**config.mk**
```make
export PLATFORM = sky130hd
export DESIGN_NAME = uart_alu_ctrl_flat
export DESIGN_NICKNAME = d
export VERILOG_FILES = /design/src/rtl/uart_alu_ctrl_pkg.sv /design/src/rtl/uart_alu_ctrl_if.sv /design/src/rtl/uart_alu_ctrl.sv /design/src/flat_wrapper.sv
export SDC_FILE = /design/constraint.sdc
export NUM_CORES = 1
export LEC_CHECK = 0
export CAP_MARGIN = 20
export CORE_ASPECT_RATIO = 0.7
export CORE_UTILIZATION = 50
export CTS_BUF_LIST = sky130_fd_sc_hd__clkbuf_4 sky130_fd_sc_hd__clkbuf_8
export DETAILED_ROUTE_END_ITERATION = 10
export GPL_ROUTABILITY_DRIVEN = 0
export PLACE_DENSITY = 0.86
export RECOVER_POWER = 100
export SYNTH_ARGS = -nofsm -noshare
export SYNTH_HDL_FRONTEND = slang
export SYNTH_SLANG_ARGS = --single-unit
export TNS_END_PERCENT = 50
```
**constraint.sdc**
```tcl
create_clock -name clk -period 4.9 [get_ports clk]
set_input_delay 0.735 -clock clk [delete_from_list [all_inputs] [get_ports clk]]
set_output_delay 0.735 -clock clk [all_outputs]
set_load 0.1 [all_outputs]
```
**src/rtl/uart_alu_ctrl_pkg.sv**
```systemverilog
// -----------------------------------------------------------------------------
// uart_alu_ctrl_pkg
// Shared definitions for the UART/ALU frame sequencer and its neighbours at
// the top level (RX FIFO, ALU, TX FIFO):
//   - default data width N_DEF and opcode width NB_OP_DEF
//   - 3-bit state encoding constants and the matching state enum
//   - small helper to classify the byte-collecting states
// -----------------------------------------------------------------------------
package uart_alu_ctrl_pkg;

    // Default widths, shared with the FIFO and ALU instances at the top level.
    localparam int N_DEF     = 8;
    localparam int NB_OP_DEF = 6;

    // State encoding.
    localparam logic [2:0] ST_GET_A  = 3'd0;
    localparam logic [2:0] ST_GET_B  = 3'd1;
    localparam logic [2:0] ST_GET_OP = 3'd2;
    localparam logic [2:0] ST_EXEC   = 3'd3;
    localparam logic [2:0] ST_SEND   = 3'd4;

    typedef enum logic [2:0] {
        GET_A  = ST_GET_A,
        GET_B  = ST_GET_B,
        GET_OP = ST_GET_OP,
        EXEC   = ST_EXEC,
        SEND   = ST_SEND
    } state_e;

    // True in the three states that pop one byte from the RX FIFO.
    function automatic logic is_rx_state(input state_e s);
        return (s == GET_A) || (s == GET_B) || (s == GET_OP);
    endfunction

endpackage : uart_alu_ctrl_pkg

```
**src/rtl/uart_alu_ctrl_if.sv**
```systemverilog
// -----------------------------------------------------------------------------
// uart_alu_ctrl_if
// Bundles the three handshakes around the frame sequencer:
//   RX FIFO read port : rx_empty, rx_data (to ctrl), rx_rd (from ctrl)
//   ALU               : alu_a, alu_b, alu_op (from ctrl), alu_result (to ctrl)
//   TX FIFO write port: tx_full (to ctrl), tx_wr, tx_data (from ctrl)
// Modports:
//   master - the sequencer (sole master of both FIFO handshakes)
//   slave  - the FIFO/ALU side
// -----------------------------------------------------------------------------
interface uart_alu_ctrl_if
    import uart_alu_ctrl_pkg::*;
#(
    parameter int N     = N_DEF,
    parameter int NB_OP = NB_OP_DEF
) ();

    // RX FIFO read port
    logic             rx_empty;
    logic [N-1:0]     rx_data;
    logic             rx_rd;

    // ALU
    logic [N-1:0]     alu_a;
    logic [N-1:0]     alu_b;
    logic [NB_OP-1:0] alu_op;
    logic [N-1:0]     alu_result;

    // TX FIFO write port
    logic             tx_full;
    logic             tx_wr;
    logic [N-1:0]     tx_data;

    modport master (
        input  rx_empty, rx_data, alu_result, tx_full,
        output rx_rd, alu_a, alu_b, alu_op, tx_wr, tx_data
    );

    modport slave (
        output rx_empty, rx_data, alu_result, tx_full,
        input  rx_rd, alu_a, alu_b, alu_op, tx_wr, tx_data
    );

endinterface : uart_alu_ctrl_if

```
**src/rtl/uart_alu_ctrl.sv**
```systemverilog
// -----------------------------------------------------------------------------
// uart_alu_ctrl
// Frame sequencer: pops operand A, operand B and an opcode byte from the RX
// FIFO, holds them on the ALU inputs, captures the ALU result one cycle later
// and pushes it as one byte into the TX FIFO. With both FIFOs ready a frame
// takes five cycles (3 pops, EXEC, push).
//
// Ports:
//   clk       in   clock, rising edge
//   reset     in   asynchronous, active-high reset
//   bus       --   uart_alu_ctrl_if.master (RX read port, ALU, TX write port)
//   busy      out  registered, high whenever the FSM is outside GET_A
//   frame_cnt out  completed-frame counter, wraps modulo 2^NB_CNT
// -----------------------------------------------------------------------------
module uart_alu_ctrl
    import uart_alu_ctrl_pkg::*;
#(
    parameter int N      = N_DEF,
    parameter int NB_OP  = NB_OP_DEF,
    parameter int NB_CNT = 16
) (
    input  logic              clk,
    input  logic              reset,
    uart_alu_ctrl_if.master   bus,
    output logic              busy,
    output logic [NB_CNT-1:0] frame_cnt
);

    state_e            state_q, state_d;
    logic [N-1:0]      a_q, a_d;
    logic [N-1:0]      b_q, b_d;
    logic [NB_OP-1:0]  op_q, op_d;
    logic [N-1:0]      res_q, res_d;
    logic [NB_CNT-1:0] cnt_q, cnt_d;
    logic              busy_q, busy_d;

    // Ungated strobes; the gated versions below are what leave the block.
    logic              rx_rd;
    logic              tx_wr;

    // -------------------------------------------------------------------------
    // Next-state and output logic
    // -------------------------------------------------------------------------
    always_comb begin
        // NOTE: every signal written here gets a default first, so no path
        // through the case can leave one unassigned and infer a latch.
        state_d = state_q;
        a_d     = a_q;
        b_d     = b_q;
        op_d    = op_q;
        res_d   = res_q;
        cnt_d   = cnt_q;

        // Mealy strobes: a pop only when the head word is valid, a push only
        // when there is room, so neither FIFO ever sees an illegal access.
        rx_rd   = is_rx_state(state_q) & ~bus.rx_empty;
        tx_wr   = (state_q == SEND) & ~bus.tx_full;

        unique case (state_q)
            GET_A: begin
                if (rx_rd) begin
                    a_d     = bus.rx_data;
                    state_d = GET_B;
                end
            end
            GET_B: begin
                if (rx_rd) begin
                    b_d     = bus.rx_data;
                    state_d = GET_OP;
                end
            end
            GET_OP: begin
                if (rx_rd) begin
                    // Opcode byte bits above NB_OP-1 are dropped here.
                    op_d    = bus.rx_data[NB_OP-1:0];
                    state_d = EXEC;
                end
            end
            EXEC: begin
                // The ALU has had this whole cycle with stable operands.
                res_d   = bus.alu_result;
                state_d = SEND;
            end
            SEND: begin
                if (tx_wr) begin
                    cnt_d   = cnt_q + NB_CNT'(1);
                    state_d = GET_A;
                end
            end
            default: begin
                state_d = GET_A;
            end
        endcase

        busy_d = (state_d != GET_A);
    end

    // -------------------------------------------------------------------------
    // State and datapath registers
    // -------------------------------------------------------------------------
    // NOTE: all datapath registers are reset, not just the FSM, so the ALU
    // inputs and tx_data are defined (zero) straight out of reset and a
    // partially collected frame leaves nothing behind.
    always_ff @(posedge clk or posedge reset) begin
        if (reset) begin
            state_q <= GET_A;
            a_q     <= '0;
            b_q     <= '0;
            op_q    <= '0;
            res_q   <= '0;
            cnt_q   <= '0;
            busy_q  <= 1'b0;
        end else begin
            // NOTE: non-blocking assignments so every register samples the
            // values from before this edge, independent of statement order.
            state_q <= state_d;
            a_q     <= a_d;
            b_q     <= b_d;
            op_q    <= op_d;
            res_q   <= res_d;
            cnt_q   <= cnt_d;
            busy_q  <= busy_d;
        end
    end

    // -------------------------------------------------------------------------
    // Outputs
    // -------------------------------------------------------------------------
    // Strobes are forced low during reset so no pop or push can coincide
    // with the reset edge.
    assign bus.rx_rd   = rx_rd & ~reset;
    assign bus.tx_wr   = tx_wr & ~reset;

    assign bus.alu_a   = a_q;
    assign bus.alu_b   = b_q;
    assign bus.alu_op  = op_q;
    assign bus.tx_data = res_q;

    assign busy        = busy_q;
    assign frame_cnt   = cnt_q;

endmodule : uart_alu_ctrl

```
**src/flat_wrapper.sv**
```systemverilog
// flat-port wrapper written by rule: the top's interface ports become plain ports
module uart_alu_ctrl_flat import uart_alu_ctrl_pkg::*;
#(
    parameter int N      = N_DEF,
    parameter int NB_OP  = NB_OP_DEF,
    parameter int NB_CNT = 16
)
  (clk, reset, busy, frame_cnt, bus_rx_empty, bus_rx_data, bus_alu_result, bus_tx_full, bus_rx_rd, bus_alu_a, bus_alu_b, bus_alu_op, bus_tx_wr, bus_tx_data);
  uart_alu_ctrl_if #(.N(N), .NB_OP(NB_OP)) bus_i ();
  input  logic clk;
  input  logic reset;
  output logic busy;
  output logic [NB_CNT-1:0] frame_cnt;
  input wire logic [$bits(bus_i.rx_empty)-1:0] bus_rx_empty;
  input wire logic [$bits(bus_i.rx_data)-1:0] bus_rx_data;
  input wire logic [$bits(bus_i.alu_result)-1:0] bus_alu_result;
  input wire logic [$bits(bus_i.tx_full)-1:0] bus_tx_full;
  output wire logic [$bits(bus_i.rx_rd)-1:0] bus_rx_rd;
  output wire logic [$bits(bus_i.alu_a)-1:0] bus_alu_a;
  output wire logic [$bits(bus_i.alu_b)-1:0] bus_alu_b;
  output wire logic [$bits(bus_i.alu_op)-1:0] bus_alu_op;
  output wire logic [$bits(bus_i.tx_wr)-1:0] bus_tx_wr;
  output wire logic [$bits(bus_i.tx_data)-1:0] bus_tx_data;
  assign bus_i.rx_empty = bus_rx_empty;
  assign bus_i.rx_data = bus_rx_data;
  assign bus_i.alu_result = bus_alu_result;
  assign bus_i.tx_full = bus_tx_full;
  assign bus_rx_rd = bus_i.rx_rd;
  assign bus_alu_a = bus_i.alu_a;
  assign bus_alu_b = bus_i.alu_b;
  assign bus_alu_op = bus_i.alu_op;
  assign bus_tx_wr = bus_i.tx_wr;
  assign bus_tx_data = bus_i.tx_data;
  uart_alu_ctrl #(.N(N), .NB_OP(NB_OP), .NB_CNT(NB_CNT)) u_core (.clk(clk), .reset(reset), .bus(bus_i), .busy(busy), .frame_cnt(frame_cnt));
endmodule
```
======== Word-level counts from Yosys, hierarchy flattened ========
Cells that the tools add are included.
storage, ports and cells
  bits in registers ....................... 50
  bits of input ports ..................... 20
  logic and storage cells ................. 32
operators by class
  mux-type cells .......................... 5
  equal/unequal tests ..................... 4
  add/subtract/negate cells ............... 1
  bitwise gates (word level) .............. 7
  reductions and logical operators ........ 8
operators by type and width
  kind                   count
  $add 16x1->16 const B  1
  $pmux 3 s5             1
  $mux 3                 4
  $reduce_and 2->1       4
  $eq 3x2->1 const B     2
  $and 1x1->1            4
  $eq 3x1->1 const B     1
  $eq 3x3->1 const B     1
  $logic_not 3->1        1
  $not 1->1              3
  $reduce_bool 3->1      1
  $logic_or 1x1->1       2

======== Longest topological paths before layout ========
  depth in word-level cells ............... 7
  mapped depth ............................ 5
  mapped depth without buffers ............ 5

======== Least setup slack after synthesis ========
OpenSTA, ideal clock, no wires.
  path kind ............................... input -> output
  start ................................... input bus_rx_empty
  end ..................................... output bus_rx_rd
  arrival time ............................ 5.619 ns
  cell stages on the path ................. 2
  setup slack ............................. -1.454 ns
  required time ........................... 4.165 ns
  buffers on the path ..................... 1
  path through ............................ clkbuf_1 a2111oi_0
on the way
  cells in the longest elaborated chain, start to end .. 3
RTL lines
  item                line                  RTL
  start: declaration  flat_wrapper.sv:14    input wire logic [$bits(bus_i.rx_empty)-1:0] bus_rx_empty;
  $not 1->1           uart_alu_ctrl.sv:56   rx_rd = is_rx_state(state_q) & ~bus.rx_empty;
  $and 1x1->1         uart_alu_ctrl.sv:56
  $and 1x1->1         uart_alu_ctrl.sv:131  assign bus.rx_rd = rx_rd & ~reset;
  end: declaration    flat_wrapper.sv:18    output wire logic [$bits(bus_i.rx_rd)-1:0] bus_rx_rd;
Every way passes these cells.

======== Worst setup path in the final report ========
  start ................................... input bus_tx_full
  end ..................................... output bus_tx_wr
on the way
  cells in the longest elaborated chain, start to end .. 3
RTL lines
  item                line                  RTL
  start: declaration  flat_wrapper.sv:17    input wire logic [$bits(bus_i.tx_full)-1:0] bus_tx_full;
  $not 1->1           uart_alu_ctrl.sv:57   tx_wr = (state_q == SEND) & ~bus.tx_full;
  $and 1x1->1         uart_alu_ctrl.sv:57
  $and 1x1->1         uart_alu_ctrl.sv:132  assign bus.tx_wr = tx_wr & ~reset;
  end: declaration    flat_wrapper.sv:22    output wire logic [$bits(bus_i.tx_wr)-1:0] bus_tx_wr;
Every way passes these cells.

==> results.md <==
- CP Cell Sequence: dlygate4sd3_1 -> nor4b_1 -> and2_1 -> buf_4
- CTS tree: built
- Number of buffers created by CTS: 5
- CP Data Arrival Time: 3.05 ns
- Clock latency on the worst-skew pair: 0.29 ns
- Mapped Nets: 165
- Initial core utilization: 0.5228
- Initial DRC count: 45
- Headroom to the max-slew limit: -0.7041
- RSZ-0062 raised after global routing: no
- Grt ovf: 0
- FFs w/ async S/R, synth: 1.000
- Final worst slack: 1.115 ns
- Routed via count: 1379
- First-pass GRT wire length: 7113 um
- Min cycle time layout: 3.785 ns
- Nets@finish: 237
- First-pass iteration count of the detailed router: 6
- Hold Crit Class: reg2reg
- Failing checks: max-capacitance violations, max-slew violations
- Post-CTS setup buffer count: 0
- Initial antenna violation count: 0
- Main synth FF type: dfrtp_1
- Mean post-synth cell area: 14.33 um2
- GRT Total Usage: 0.2158
- Dpl hpwl: 3109 um
- Number of flops mapped to enable cells by yosys: 0
- Final setup fails: 0
- CP endpoint kind: primary output
- Clock sinks: 50
- Row cnt: 19
- Max-slew violations: 61
- H-tree Lvls: 2
- Share of cells above drive strength 1: 0.1806
- Syn. warnings: 0
- Outcome: finished, violations left
- Syn-to-layout area delta: 37.05%
- CP Class: in2out
- Worst-path fanout max: 9
- Footprint of the multi-input gates: 747.0 um2
- PostCTS Resize Cnt: 0
- Final ANT Viol Nets: 0
- Final Hold Viols: 0
- Slowest stage delay, CP: 1.19 ns
- Die width: 78.78 um
- Pin count of the biggest net entering global routing: 51
- Core Region: 3946 um2
- FF+latch area: 1251 um2
- F_max: 264.2 MHz
- Fillers: 300
- Synth cell types: 30
- Worst Skew: 0.002990 ns
- DRC viols: 0
- MaxCap Viol Count: 3
- Startpoint class of the critical path: input pin
- Tcrit/Tclk final: 0.7724
- Ports: 69
- Seq/Total Area, Yosys: 0.6064
- Die Span Y: 55.75 um
- Hold Buf Count CTS: 0
- Slowest CP cell: nor4b_1
- Routed WL: 4313 um
- Seq cells post-synth: 50
- Final hold slack: 0.4797 ns
- Placement Setup Slack: 1.332 ns
- CP required: 4.16 ns
- CTS root buf: clkbuf_8
- Antenna cells: 0
- Longest Clk Path Bufs: 2
- Full die area: 4392 um2
- Mapped Cells: 144
- Mapped Area: 2063 um2
- PortBufs: 68
- WL per Instance: 16.09 um
- Tightest Pin Transition: 2.556 ns
- Routed vias/inst: 5.146
- Setup TNS: 0 ns
- Vias in the first global route: 1438
- Clock slew at reported path FFs: 0.08 ns
critical path, delay by kind of cell:
kind	cells	cell delay [ns]
buffers and inverters	2	0.86
AND/OR/NAND/NOR	2	1.44
synth_stat cells (2+ instances only):
cell	instances	area share
nor3_2	2	0.0097
mux2_2	31	0.17
dfrtp_1	50	0.61
nand3_1	6	0.015
and3_1	3	0.0091
xnor2_1	9	0.038
xor2_1	5	0.021
a21oi_1	2	0.0049
and2_1	2	0.0061
nand2_1	5	0.0091
and4_4	2	0.011
nor2_1	6	0.011
nand2b_1	2	0.0061
nand4_1	3	0.0091
cells by family after synthesis:
logic type	Yosys count	share of synthesized area
buffers and inverters	5	0.01516
DFF	50	0.6064
and+or+nand+nor	38	0.1231
muxes	31	0.1692
AOI/OAI and AO/OA	4	0.01274
xor gates and xnor gates	15	0.06732
adders and majority gates	1	0.006063
area by class of cell:
type                            count  area share
Timing Repair Buffer               69      0.2412
Tap cell                           52     0.02301
Clock inverter                      2    0.003540
Sequential cell                    50      0.4425
Inverter                            1    0.001327
Multi-Input combinational cell     89      0.2642
Clock buffer                        5     0.02434
flip-flops by register name, indices dropped and copies added (netlist names):
signal              cells
u_core.bus.alu_a        8
u_core.frame_cnt       16
u_core.bus.alu_op       6
u_core.bus.tx_data      8
u_core.bus.alu_b        8
u_core.state_q          3
u_core.busy             1
metrics by stage:
stage / utilization / cells / cell area, um2
after floorplan: - / 144 / 2069
after global placement: 0.7077 / 261 / 2793
after detailed placement: 0.7077 / 261 / 2793
after CTS: 0.7276 / 268 / 2872
after global routing: 0.7166 / 268 / 2828
final: 0.7166 / 268 / 2828
metal layers:
layer,GRT usage,part of all wire,up-vias
li1,-,-,647
met1,0.2862,0.44,686
met2,0.3565,0.50,41
met3,0.05410,0.051,5
met4,0.05556,0.0086,0
met5,0,0,-
final timing paths:
| kind | cells past startpoint | from | slack, ns | endpoint |
|---|---|---|---|---|
| max in group asynchronous | 3 | reset | 1.55 | u_core.bus.tx_data[0] |
| setup / recovery | 4 | bus_tx_full | 1.12 | bus_tx_wr |
| setup reg to reg | 4 | u_core.state_q[0] | 2.09 | u_core.frame_cnt[14] |
| hold reg to reg | 1 | u_core.frame_cnt[15] | 0.48 | u_core.frame_cnt[15] |
| min in group asynchronous | 3 | reset | 1.92 | u_core.frame_cnt[6] |
| hold / removal | 1 | u_core.frame_cnt[15] | 0.48 | u_core.frame_cnt[15] |
layout by cell type, fill, tap and decap left out, drive strengths merged:
master          n
dlygate4sd3    51
a2111oi         1
xnor2           9
and4            3
xor2            6
inv             1
o31ai           1
ha              1
nor4            1
nand2b          2
dfrtp          50
mux2           31
nand3b          1
nor2b           1
clkinv          2
and3            3
buf             1
nand2           5
and2            2
a21oi           2
nand4           3
or3             1
nor3b           1
nor4b           1
nor3            2
nor2            6
clkbuf          6
clkdlybuf4s50  16
nand3           6
Power is left out: the tool's default activity adds up to more than one toggle a clock period on the data nets, which glitch-free logic cannot reach.
